$ cat config.mk
export PLATFORM = sky130hd
export DESIGN_NAME = debug_cmd_decoder
export DESIGN_NICKNAME = d
export VERILOG_FILES = /design/src/rtl/debug_pkg.sv /design/src/rtl/debug_cmd_decoder_word_assembler.sv /design/src/rtl/debug_cmd_decoder.sv
export SDC_FILE = /design/constraint.sdc
export NUM_CORES = 1
export LEC_CHECK = 0
export CAP_MARGIN = 20
export CORE_MARGIN = 1
export CORE_UTILIZATION = 54
export DETAILED_ROUTE_END_ITERATION = 8
export GPL_TIMING_DRIVEN = 0
export PLACE_DENSITY = 0.88
export SLEW_MARGIN = 10
export SYNTH_ARGS = -nofsm -noshare
export SYNTH_HDL_FRONTEND = slang
export SYNTH_SLANG_ARGS = --single-unit
$ cat constraint.sdc
create_clock -name i_clk -period 5.2 [get_ports i_clk]
set_input_delay 0.78 -clock i_clk [delete_from_list [all_inputs] [get_ports i_clk]]
set_output_delay 0.78 -clock i_clk [all_outputs]
set_load 0.005 [all_outputs]
$ cat src/rtl/debug_pkg.sv
// Shared encodings for the UART debug command decoder: command opcodes,
// dump-select codes and FSM state encoding.
package debug_pkg;

   typedef enum logic [1:0] {
      ST_IDLE = 2'd0,
      ST_LOAD = 2'd1,
      ST_DUMP = 2'd2
   } state_t;

   localparam logic [7:0] CMD_LOAD       = 8'h02;
   localparam logic [7:0] CMD_DUMP_REGS  = 8'h03;
   localparam logic [7:0] CMD_DUMP_MEMWB = 8'h07;
   localparam logic [7:0] CMD_CONT       = 8'h08;
   localparam logic [7:0] CMD_STEP_MODE  = 8'h09;
   localparam logic [7:0] CMD_STEP       = 8'h0A;
   localparam logic [7:0] CMD_EOL        = 8'h0C;
   localparam logic [7:0] CMD_START      = 8'h0D;

   localparam logic [2:0] DSEL_REGS  = 3'd0;
   localparam logic [2:0] DSEL_IFID  = 3'd1;
   localparam logic [2:0] DSEL_IDEX  = 3'd2;
   localparam logic [2:0] DSEL_EXMEM = 3'd3;
   localparam logic [2:0] DSEL_MEMWB = 3'd4;

   function automatic logic [2:0] dump_sel_of(input logic [7:0] cmd);
      return 3'(cmd - CMD_DUMP_REGS);
   endfunction

endpackage

$ cat src/rtl/debug_cmd_decoder_word_assembler.sv
// Collects UART bytes LSB-first into an instruction word; word_ready pulses
// for the cycle after the last byte of a word lands.
module word_assembler #(
   parameter int SIZE = 32
) (
   input  logic            i_clk,
   input  logic            i_rst_n,
   input  logic            clr,
   input  logic            byte_valid,
   input  logic [7:0]      byte_data,
   output logic [SIZE-1:0] word,
   output logic            word_ready,
   output logic            empty
);

   localparam int BYTES = SIZE / 8;
   localparam int IDX_W = (BYTES > 1) ? $clog2(BYTES) : 1;

   logic [IDX_W-1:0] byte_idx;

   // Right-shifting in at the top leaves the first byte at [7:0] once full.
   always_ff @(posedge i_clk or negedge i_rst_n) begin
      if (!i_rst_n) begin
         byte_idx   <= '0;
         word       <= '0;
         word_ready <= 1'b0;
      end else begin
         word_ready <= 1'b0;
         if (clr) begin
            byte_idx <= '0;
         end else if (byte_valid) begin
            word <= {byte_data, word[SIZE-1:8]};
            if (byte_idx == IDX_W'(BYTES - 1)) begin
               byte_idx   <= '0;
               word_ready <= 1'b1;
            end else begin
               byte_idx <= byte_idx + 1'b1;
            end
         end
      end
   end

   assign empty = (byte_idx == '0);

endmodule

$ cat src/rtl/debug_cmd_decoder.sv
// UART debug command decoder: loads instruction memory, controls CPU
// run/step and requests pipeline dumps from the transmit side.
//
//   state   | meaning
//   --------+---------------------------------------------------------
//   ST_IDLE | waiting for a command byte
//   ST_LOAD | assembling instruction words until 0x0C at a word boundary
//   ST_DUMP | dump requested, waiting for i_dump_done; rx bytes dropped
module debug_cmd_decoder
   import debug_pkg::*;
#(
   parameter int SIZE            = 32,
   parameter int ADDR_WIDTH      = 32,
   parameter int MAX_INSTRUCTION = 64
) (
   input  logic                  i_clk,
   input  logic                  i_rst_n,
   input  logic [7:0]            i_rx_data,
   input  logic                  i_rx_valid,
   output logic                  o_imem_we,
   output logic [ADDR_WIDTH-1:0] o_imem_addr,
   output logic [SIZE-1:0]       o_imem_data,
   output logic                  o_cpu_rst,
   output logic                  o_run,
   output logic                  o_step,
   output logic                  o_dump_req,
   output logic [2:0]            o_dump_sel,
   input  logic                  i_dump_done,
   output logic                  o_step_mode,
   output logic [1:0]            o_err
);

   localparam int CNT_W = $clog2(MAX_INSTRUCTION + 1);

   state_t           state, state_nxt;
   logic             cmd_valid;
   logic             is_dump_cmd;
   logic             eol;
   logic             load_byte;
   logic             load_start;
   logic             word_ready;
   logic             asm_empty;
   logic             full;
   logic             started;
   logic [CNT_W-1:0] word_cnt;

   word_assembler #(.SIZE(SIZE)) u_word_assembler (
      .i_clk      (i_clk),
      .i_rst_n    (i_rst_n),
      .clr        (load_start),
      .byte_valid (load_byte),
      .byte_data  (i_rx_data),
      .word       (o_imem_data),
      .word_ready (word_ready),
      .empty      (asm_empty)
   );

   always_ff @(posedge i_clk or negedge i_rst_n) begin
      if (!i_rst_n) state <= ST_IDLE;
      else          state <= state_nxt;
   end

   always_comb begin
      state_nxt = state;
      case (state)
         ST_IDLE: begin
            if (cmd_valid && i_rx_data == CMD_LOAD) state_nxt = ST_LOAD;
            else if (cmd_valid && is_dump_cmd)      state_nxt = ST_DUMP;
         end
         ST_LOAD: if (eol)         state_nxt = ST_IDLE;
         ST_DUMP: if (i_dump_done) state_nxt = ST_IDLE;
         default: state_nxt = ST_IDLE;
      endcase
   end

   always_comb begin
      is_dump_cmd = (i_rx_data >= CMD_DUMP_REGS) && (i_rx_data <= CMD_DUMP_MEMWB);
      cmd_valid   = i_rx_valid && (state == ST_IDLE);
      load_start  = cmd_valid && (i_rx_data == CMD_LOAD);
      // 0x0C only terminates a load on a word boundary; mid-word it is data.
      eol         = i_rx_valid && (state == ST_LOAD) && asm_empty && (i_rx_data == CMD_EOL);
      load_byte   = i_rx_valid && (state == ST_LOAD) && !eol;
      full        = (word_cnt == CNT_W'(MAX_INSTRUCTION));
      o_imem_we   = word_ready && !full;
      o_dump_req  = (state == ST_DUMP);
      o_run       = started && !o_step_mode;
   end

   always_ff @(posedge i_clk or negedge i_rst_n) begin
      if (!i_rst_n) begin
         started     <= 1'b0;
         o_step_mode <= 1'b0;
         o_cpu_rst   <= 1'b0;
         o_step      <= 1'b0;
         o_dump_sel  <= DSEL_REGS;
         o_imem_addr <= '0;
         word_cnt    <= '0;
         o_err       <= 2'b00;
      end else begin
         o_cpu_rst <= 1'b0;
         o_step    <= 1'b0;
         if (cmd_valid) begin
            case (i_rx_data)
               CMD_LOAD: begin
                  started     <= 1'b0;
                  word_cnt    <= '0;
                  o_imem_addr <= '0;
               end
               CMD_CONT:      o_step_mode <= 1'b0;
               CMD_STEP_MODE: o_step_mode <= 1'b1;
               CMD_STEP:      o_step      <= started && o_step_mode;
               CMD_START: begin
                  o_cpu_rst <= 1'b1;
                  started   <= 1'b1;
               end
               default: if (is_dump_cmd) o_dump_sel <= dump_sel_of(i_rx_data);
            endcase
         end
         if (o_imem_we) begin
            o_imem_addr <= o_imem_addr + ADDR_WIDTH'(4);
            word_cnt    <= word_cnt + 1'b1;
         end
         if (word_ready && full)               o_err[0] <= 1'b1;
         if (i_rx_valid && state == ST_DUMP)   o_err[1] <= 1'b1;
      end
   end

endmodule

==> impl_metrics.yaml, run 1 <==
worst_setup_path:
  cp-startpoint: "word_cnt[0]"
  critPathArrivalTime_ns: 2.48
  crit_path_end_kind: "output pin"
  r2r_slack_ns: 2.93
  startpoint_type: "flip-flop"
  crit_type: "reg -> out"
  r2r-start: "u_word_assembler.byte_idx[0]"
  cp_max_fo: 10
  crit_required_ns: 4.42
detailed_routing:
  via_per_inst: 5.749
  firstDrtPassIters: 5
  drc: 0
  wl_mm: 9.138
  final_antenna_net_count: 0
  routedWlPerCell_um: 16.64
  via_count: 3156
  dr.first_iter.drc_count: 210
cts:
  hold_buffers: 0
  cts.repair.resized: 0
  htreeDepth: 3
  clk_pin_slew_worst_paths_ns: 0.08
  clock-sinks: 83
  clock_path_buffers: 2
  cts_made_buffers: 9
  cts_tree: "done"
  clk-insertion-delay-late_ns: 0.36
  cts_setup_buffers: 0
  clockRootBuffer: "clkbuf_8"
pwr:
  netSwitchingPower_uw: 493.0
  p_leak_nw: 2.232
  p_int_mw: 1.303
  ir_worst_vdd_uv: 263.9
  power_density_nw_per_um2: 350.7
  pwr-share-comb_pct: 21.6
  pwr-share-seq_pct: 46.3
  p_sw_share_pct: 27.45
  clkPwrFrac_pct: 32.1
job:
  cap_violations: 0
timing:
  rsz0062_at_grt: "false"
  fin_ws_ns: 1.937
  setup_viol_count_final: 0
  fin_crit_sh_pct: 62.76
  clock_skew_ns: 0.006528
  finalCriticalPeriod_ns: 3.263
  holdWs_ns: 0.3460
  relSlewSlack_pct: 55.00
  fmax_mhz: 306.4
  tightest_slew_ns: 0.6728
  slew_viol_final: 0
  finalSetupTns_ns: 0
  final-hold-violation-count: 0
logic_synthesis:
  yosysTopAreaCell: "dfrtp_1"
  ys.flop_type: "dfrtp_1"
  synth_cell_type_count: 47
  synth_common_cells: "dfrtp_1, nand2_1, mux2_2, o21ai_0, nand3_1"
  ys_top_cells_by_area: "dfrtp_1, mux2_2, o21ai_0"
  yosysMostFrequentCell: "dfrtp_1"
  yosysWarnings: 0
  syn_avg_cell_area_um2: 11.06
  synth_seq_area_share_pct: 53.51
  synth_top_area_share_pct: 53.51
  ys_ff_latch: 83
  synth_cells: 351
  async_flop_share_pct: 100.0
  synth_edf_count: 0
  netlist_area_um2: 3881
cells_and_area:
  finalCoreUtilization_pct: 74.55
  nets: 469
  syn_to_final_growth_pct: 31.95
  fill_cells: 468
  layout-drive-gt1-share_pct: 16.11
  antennaDiodeCount: 0
  fin_area_um2: 5121
global_routing:
  grt_use_total_pct: 26.67
  antenna_found_initial: 0
  grt_pass1_wl_mm: 15.36
  grt_pass1_vias: 3215
  grt_max_degree: 54
  grt_overflow: 0
hold_path:
  hold_path_class: "in -> async"
floorplan:
  die-area_um2: 7531
  num_rows: 30
  die_h_um: 86.78
  start_util_pct: 56.50
  die_width_um: 86.78
  io_pins: 87
  core_area_um2: 6869
place:
  dpl.hpwl_mm: 6.138
  dp_slack_ns: 1.928
  numPortBuffers: 84
  placed_area_um2: 4871
  gp_congestion: 0.8419
status:
  outcome: "finished clean"
-- kinds of logic (layout without fill, tap and decap cells) --
| family | Yosys count | in the layout | synth area share (%) |
|---|---|---|---|
| and+or+nand+nor | 121 | 121 | 16.51 |
| muxes | 43 | 43 | 12.15 |
| buffers and inverters | 25 | 126 | 3.449 |
| AOI/OAI and AO/OA | 69 | 69 | 11.38 |
| other | 1 | 2 | 0.09662 |
| adders and majority gates | 9 | 9 | 2.901 |
| DFF | 83 | 83 | 53.51 |
-- critical path, cell delays in order, from the launching register on --
cell	delay, ns
dfrtp_1	0.42
inv_1	0.06
ha_1	0.20
nand4bb_2	0.13
o21ai_4	0.13
inv_4	0.16
clkbuf_1	0.43
clkdlybuf4s50_1	0.60
-- final timing paths --
kind,endpoint,cells past startpoint
worst max-delay path,o_imem_we,7
worst min-delay path,o_imem_addr[5],1
worst max register to register,u_word_assembler.word[28],6
worst min register to register,o_imem_addr[31],1
max in group asynchronous,u_word_assembler.word[15],2
min in group i_clk,o_imem_addr[31],1
-- registers in the layout (all words and copies together), names as in the netlist --
name                         cells
o_cpu_rst                        1
o_dump_sel                       3
o_err                            2
o_imem_addr                     30
o_step                           1
o_step_mode                      1
started                          1
state                            2
u_word_assembler.byte_idx        2
u_word_assembler.word           32
u_word_assembler.word_ready      1
word_cnt                         7
-- layout by cell type, fill, tap and decap left out, types with 2 or more instances in the layout --
cell,n
clkdlybuf4s50_1,83
dfrtp_1,83
nand2_1,43
mux2_2,33
o21ai_0,33
nand3_1,16
nor2_1,13
inv_1,10
mux2i_1,10
clkbuf_8,10
nand4_1,9
ha_1,9
and3_1,8
o31ai_1,8
buf_4,7
a21oi_1,7
buf_2,5
nor2b_1,5
nor4_1,5
and2_1,4
a31oi_1,4
o211ai_1,4
and4_1,3
a22o_1,3
nor3_1,3
bufinv_16,3
nand2b_1,2
a21o_1,2
a41oi_1,2
conb_1,2
clkinv_4,2
-- metrics by stage --
step / total power, mW / std cells
2_1_floorplan: 0.9847 / 352
5_1_grt: 1.876 / 549
4_1_cts: 1.797 / 549
3_3_place_gp: 1.201 / 532
3_5_place_dp: 1.222 / 533
6_report: 1.796 / 549
-- cell type report --
class                      count  area (µm²)  area share, %
buffer                        14       90.09          1.759
sequential                    83        2077          40.56
timing repair buffer          85       865.8          16.91
tap                           96       120.1          2.345
inverter                      11       43.79         0.8551
multi-input combinational    244        1674          32.69
clock inverter                 6       112.6          2.199
clock buffer                  10       137.6          2.688
-- power groups by stage --
stage	combinational (mW)	clock (mW)	sequential, mW
after floorplan	0.158	0	0.826
after CTS	0.390	0.577	0.829
after detailed placement	0.383	0	0.839
after global placement	0.371	0	0.830
after global routing	0.424	0.607	0.846
final	0.388	0.577	0.831
-- metal layers --
layer	GRT usage (%)	vias to the layer above	part of all wire [%]
met3	7.714	19	7.5
met4	12.12	0	2.4
li1	-	1459	-
met2	44.60	126	50
met5	0	-	0
met1	31.88	1552	40
Note: power is estimated with default switching activity, not from simulation.
==> run 2: changes to the inputs <==
- CORE_UTILIZATION: 54 -> 45
- PLACE_DENSITY: 0.88 -> 0.78
- clock period: 5.2 -> 2.9 ns (I/O delays scaled with it)
==> run 2 against run 1 <==
Effect of this change: worst setup slack got worse by 1.6 ns; via count decreased by 2.0%; wire length decreased by 5.6%; largest cell class unchanged; sequential power increased by 78%; largest power group unchanged; hold slack improved by 0.12 ns; critical path type unchanged; sequential cell count unchanged; cell count increased by 2.4%; critical endpoint unchanged; die area increased by 20%; non-clock buffer count increased by 4; cell area increased by 0.88%.
==> impl_metrics.yaml, run 2 (same netlist as run 1, synthesis figures left out) <==
place:
  gp_congestion: 0.8447
  numPortBuffers: 84
  dp_slack_ns: -0.04177
  dpl.hpwl_mm: 6.071
cells_and_area:
  nets: 473
  largest_register_ff_count: 32
  syn_to_final_growth_pct: 33.11
  final_cell_mix: "clkdlybuf4s50_1, dfrtp_1, nand2_1"
  top_regs: "u_word_assembler.word: 32 flops, o_imem_addr: 30 flops, word_cnt: 7 flops"
  layout-drive-gt1-share_pct: 16.85
  regMostFlops: "u_word_assembler.word"
  fill_cells: 671
  antennaDiodeCount: 0
detailed_routing:
  wl_mm: 8.622
  firstDrtPassIters: 4
  via_count: 3092
  drc: 0
  final_antenna_net_count: 0
  via_per_inst: 5.502
  routedWlPerCell_um: 15.34
  dr.first_iter.drc_count: 133
timing:
  fmax_mhz: 389.1
  fin_ws_ns: 0.3298
  finalCriticalPeriod_ns: 2.570
  holdWs_ns: 0.4697
  fin_crit_sh_pct: 88.63
  rsz0062_at_grt: "false"
  tightest_slew_ns: 0.6468
  clock_skew_ns: 0.008990
  final-hold-violation-count: 0
  slew_viol_final: 0
  setup_viol_count_final: 0
  relSlewSlack_pct: 56.74
cts:
  htreeDepth: 3
  clock_path_buffers: 2
  clk-insertion-delay-late_ns: 0.35
  clk_pin_slew_worst_paths_ns: 0.09
  cts_tree: "done"
  cts_made_buffers: 9
  clockRootBuffer: "clkbuf_8"
  cts.repair.resized: 0
  clock-sinks: 83
hold_path:
  hold_path_class: "reg -> reg"
  hold_end: "o_err[1]"
  min_path_cells: 1
  hp-start: "o_err[1]"
global_routing:
  grt_pass1_wl_mm: 14.44
  grt_max_degree: 67
  antenna_found_initial: 0
  grt_overflow: 0
  grt_pass1_vias: 3043
  grt_use_total_pct: 20.84
worst_setup_path:
  crit_required_ns: 2.47
  path_buf_inv: 3
  r2r_slack_ns: 0.68
  critPathSlowestCell: "clkdlybuf4s50_1"
  critPathArrivalTime_ns: 2.14
  slowest_delay_ns: 0.47
  worst_r2r_path_depth: 6
  startpoint_type: "flip-flop"
  critical_path.top_delay_family: "buffers and inverters"
  crit_path_end_kind: "output pin"
  cp_max_fo: 19
  path_cells: "inv_1 -> ha_1 -> nand4bb_2 -> o21ai_4 -> inv_4 -> clkdlybuf4s50_1"
  crit_type: "reg -> out"
  reg2reg_to: "u_word_assembler.word[30]"
  r2r-start: "u_word_assembler.byte_idx[0]"
floorplan:
  start_util_pct: 46.77
  die_h_um: 94.87
  die_width_um: 94.87
  die-area_um2: 9000
  num_rows: 33
  core_area_um2: 8299
  io_pins: 87
pwr:
  ir_worst_vdd_uv: 417.1
  power_density_nw_per_um2: 618.7
  p_leak_nw: 2.245
  total_power_mw: 3.196
job:
  cap_violations: 0
status:
  outcome: "finished clean"
-- run 2: cell count changes in the layout (fill, tap and decap cells not counted), sizes merged --
cell,before,now
buf,14,18
clkbuf,12,10
clkinv,3,1
inv,11,13
clkinvlp,0,1
dlygate4sd3,0,1
-- run 2: cell type report --
| class | instances | area [µm²] | share of cell area (%) |
|---|---|---|---|
| timing repair buffer | 90 | 905.9 | 17.53 |
| multi-input combinational | 244 | 1674 | 32.41 |
| sequential | 83 | 2077 | 40.20 |
| clock inverter | 7 | 123.9 | 2.398 |
| buffer | 13 | 86.33 | 1.671 |
| inverter | 11 | 43.79 | 0.8477 |
| clock buffer | 9 | 123.9 | 2.398 |
| tap | 105 | 131.4 | 2.543 |
-- run 2: layer usage --
metal | GRT usage [%] | vias to the layer above | wire [µm]
met4 | 7.828 | 0 | 111
met5 | 0 | - | 0
met2 | 31.77 | 108 | 4003
met1 | 27.35 | 1507 | 3807
met3 | 7.166 | 11 | 699
li1 | - | 1466 | -
-- run 2: through the flow --
stage	util, %	cell area, µm²	cells	setup TNS [ns]
4_1_cts	61.93	5140	559	0
6_report	62.25	5166	562	0
2_1_floorplan	-	3885	352	0
5_1_grt	62.25	5166	562	0
3_3_place_gp	58.53	4857	541	-125.23
3_5_place_dp	58.83	4882	542	-0.3582
-- run 2: what timing repair did --
item                                    4_1_cts  5_1_grt
endpoints found under the setup margin        0        1
hold endpoints to repair                     17        0
hold buffers                                  1        0
setup buffers                                 0        4
-- run 2: worst max path at each step --
stage,start,endpoint,slack (ns),cells past startpoint
after floorplan,i_rx_data[0],u_word_assembler.word[26],0.93,6
after global placement,i_rst_n,u_word_assembler.word[5],-1.51,1
after detailed placement,i_rx_data[0],u_word_assembler.word[29],-0.04,7
after CTS,word_cnt[0],o_imem_we,0.007,7
after global routing,word_cnt[1],o_imem_we,0.21,6
final,word_cnt[0],o_imem_we,0.33,6
-- run 2: power breakdown --
| group | leakage (nW) | internal (mW) | total (mW) | switching [mW] |
|---|---|---|---|---|
| Sequential | 1.01 | 1.32 | 1.48 | 0.161 |
| Clock | 0.120 | 0.580 | 1.03 | 0.448 |
| Combinational | 1.11 | 0.416 | 0.684 | 0.268 |
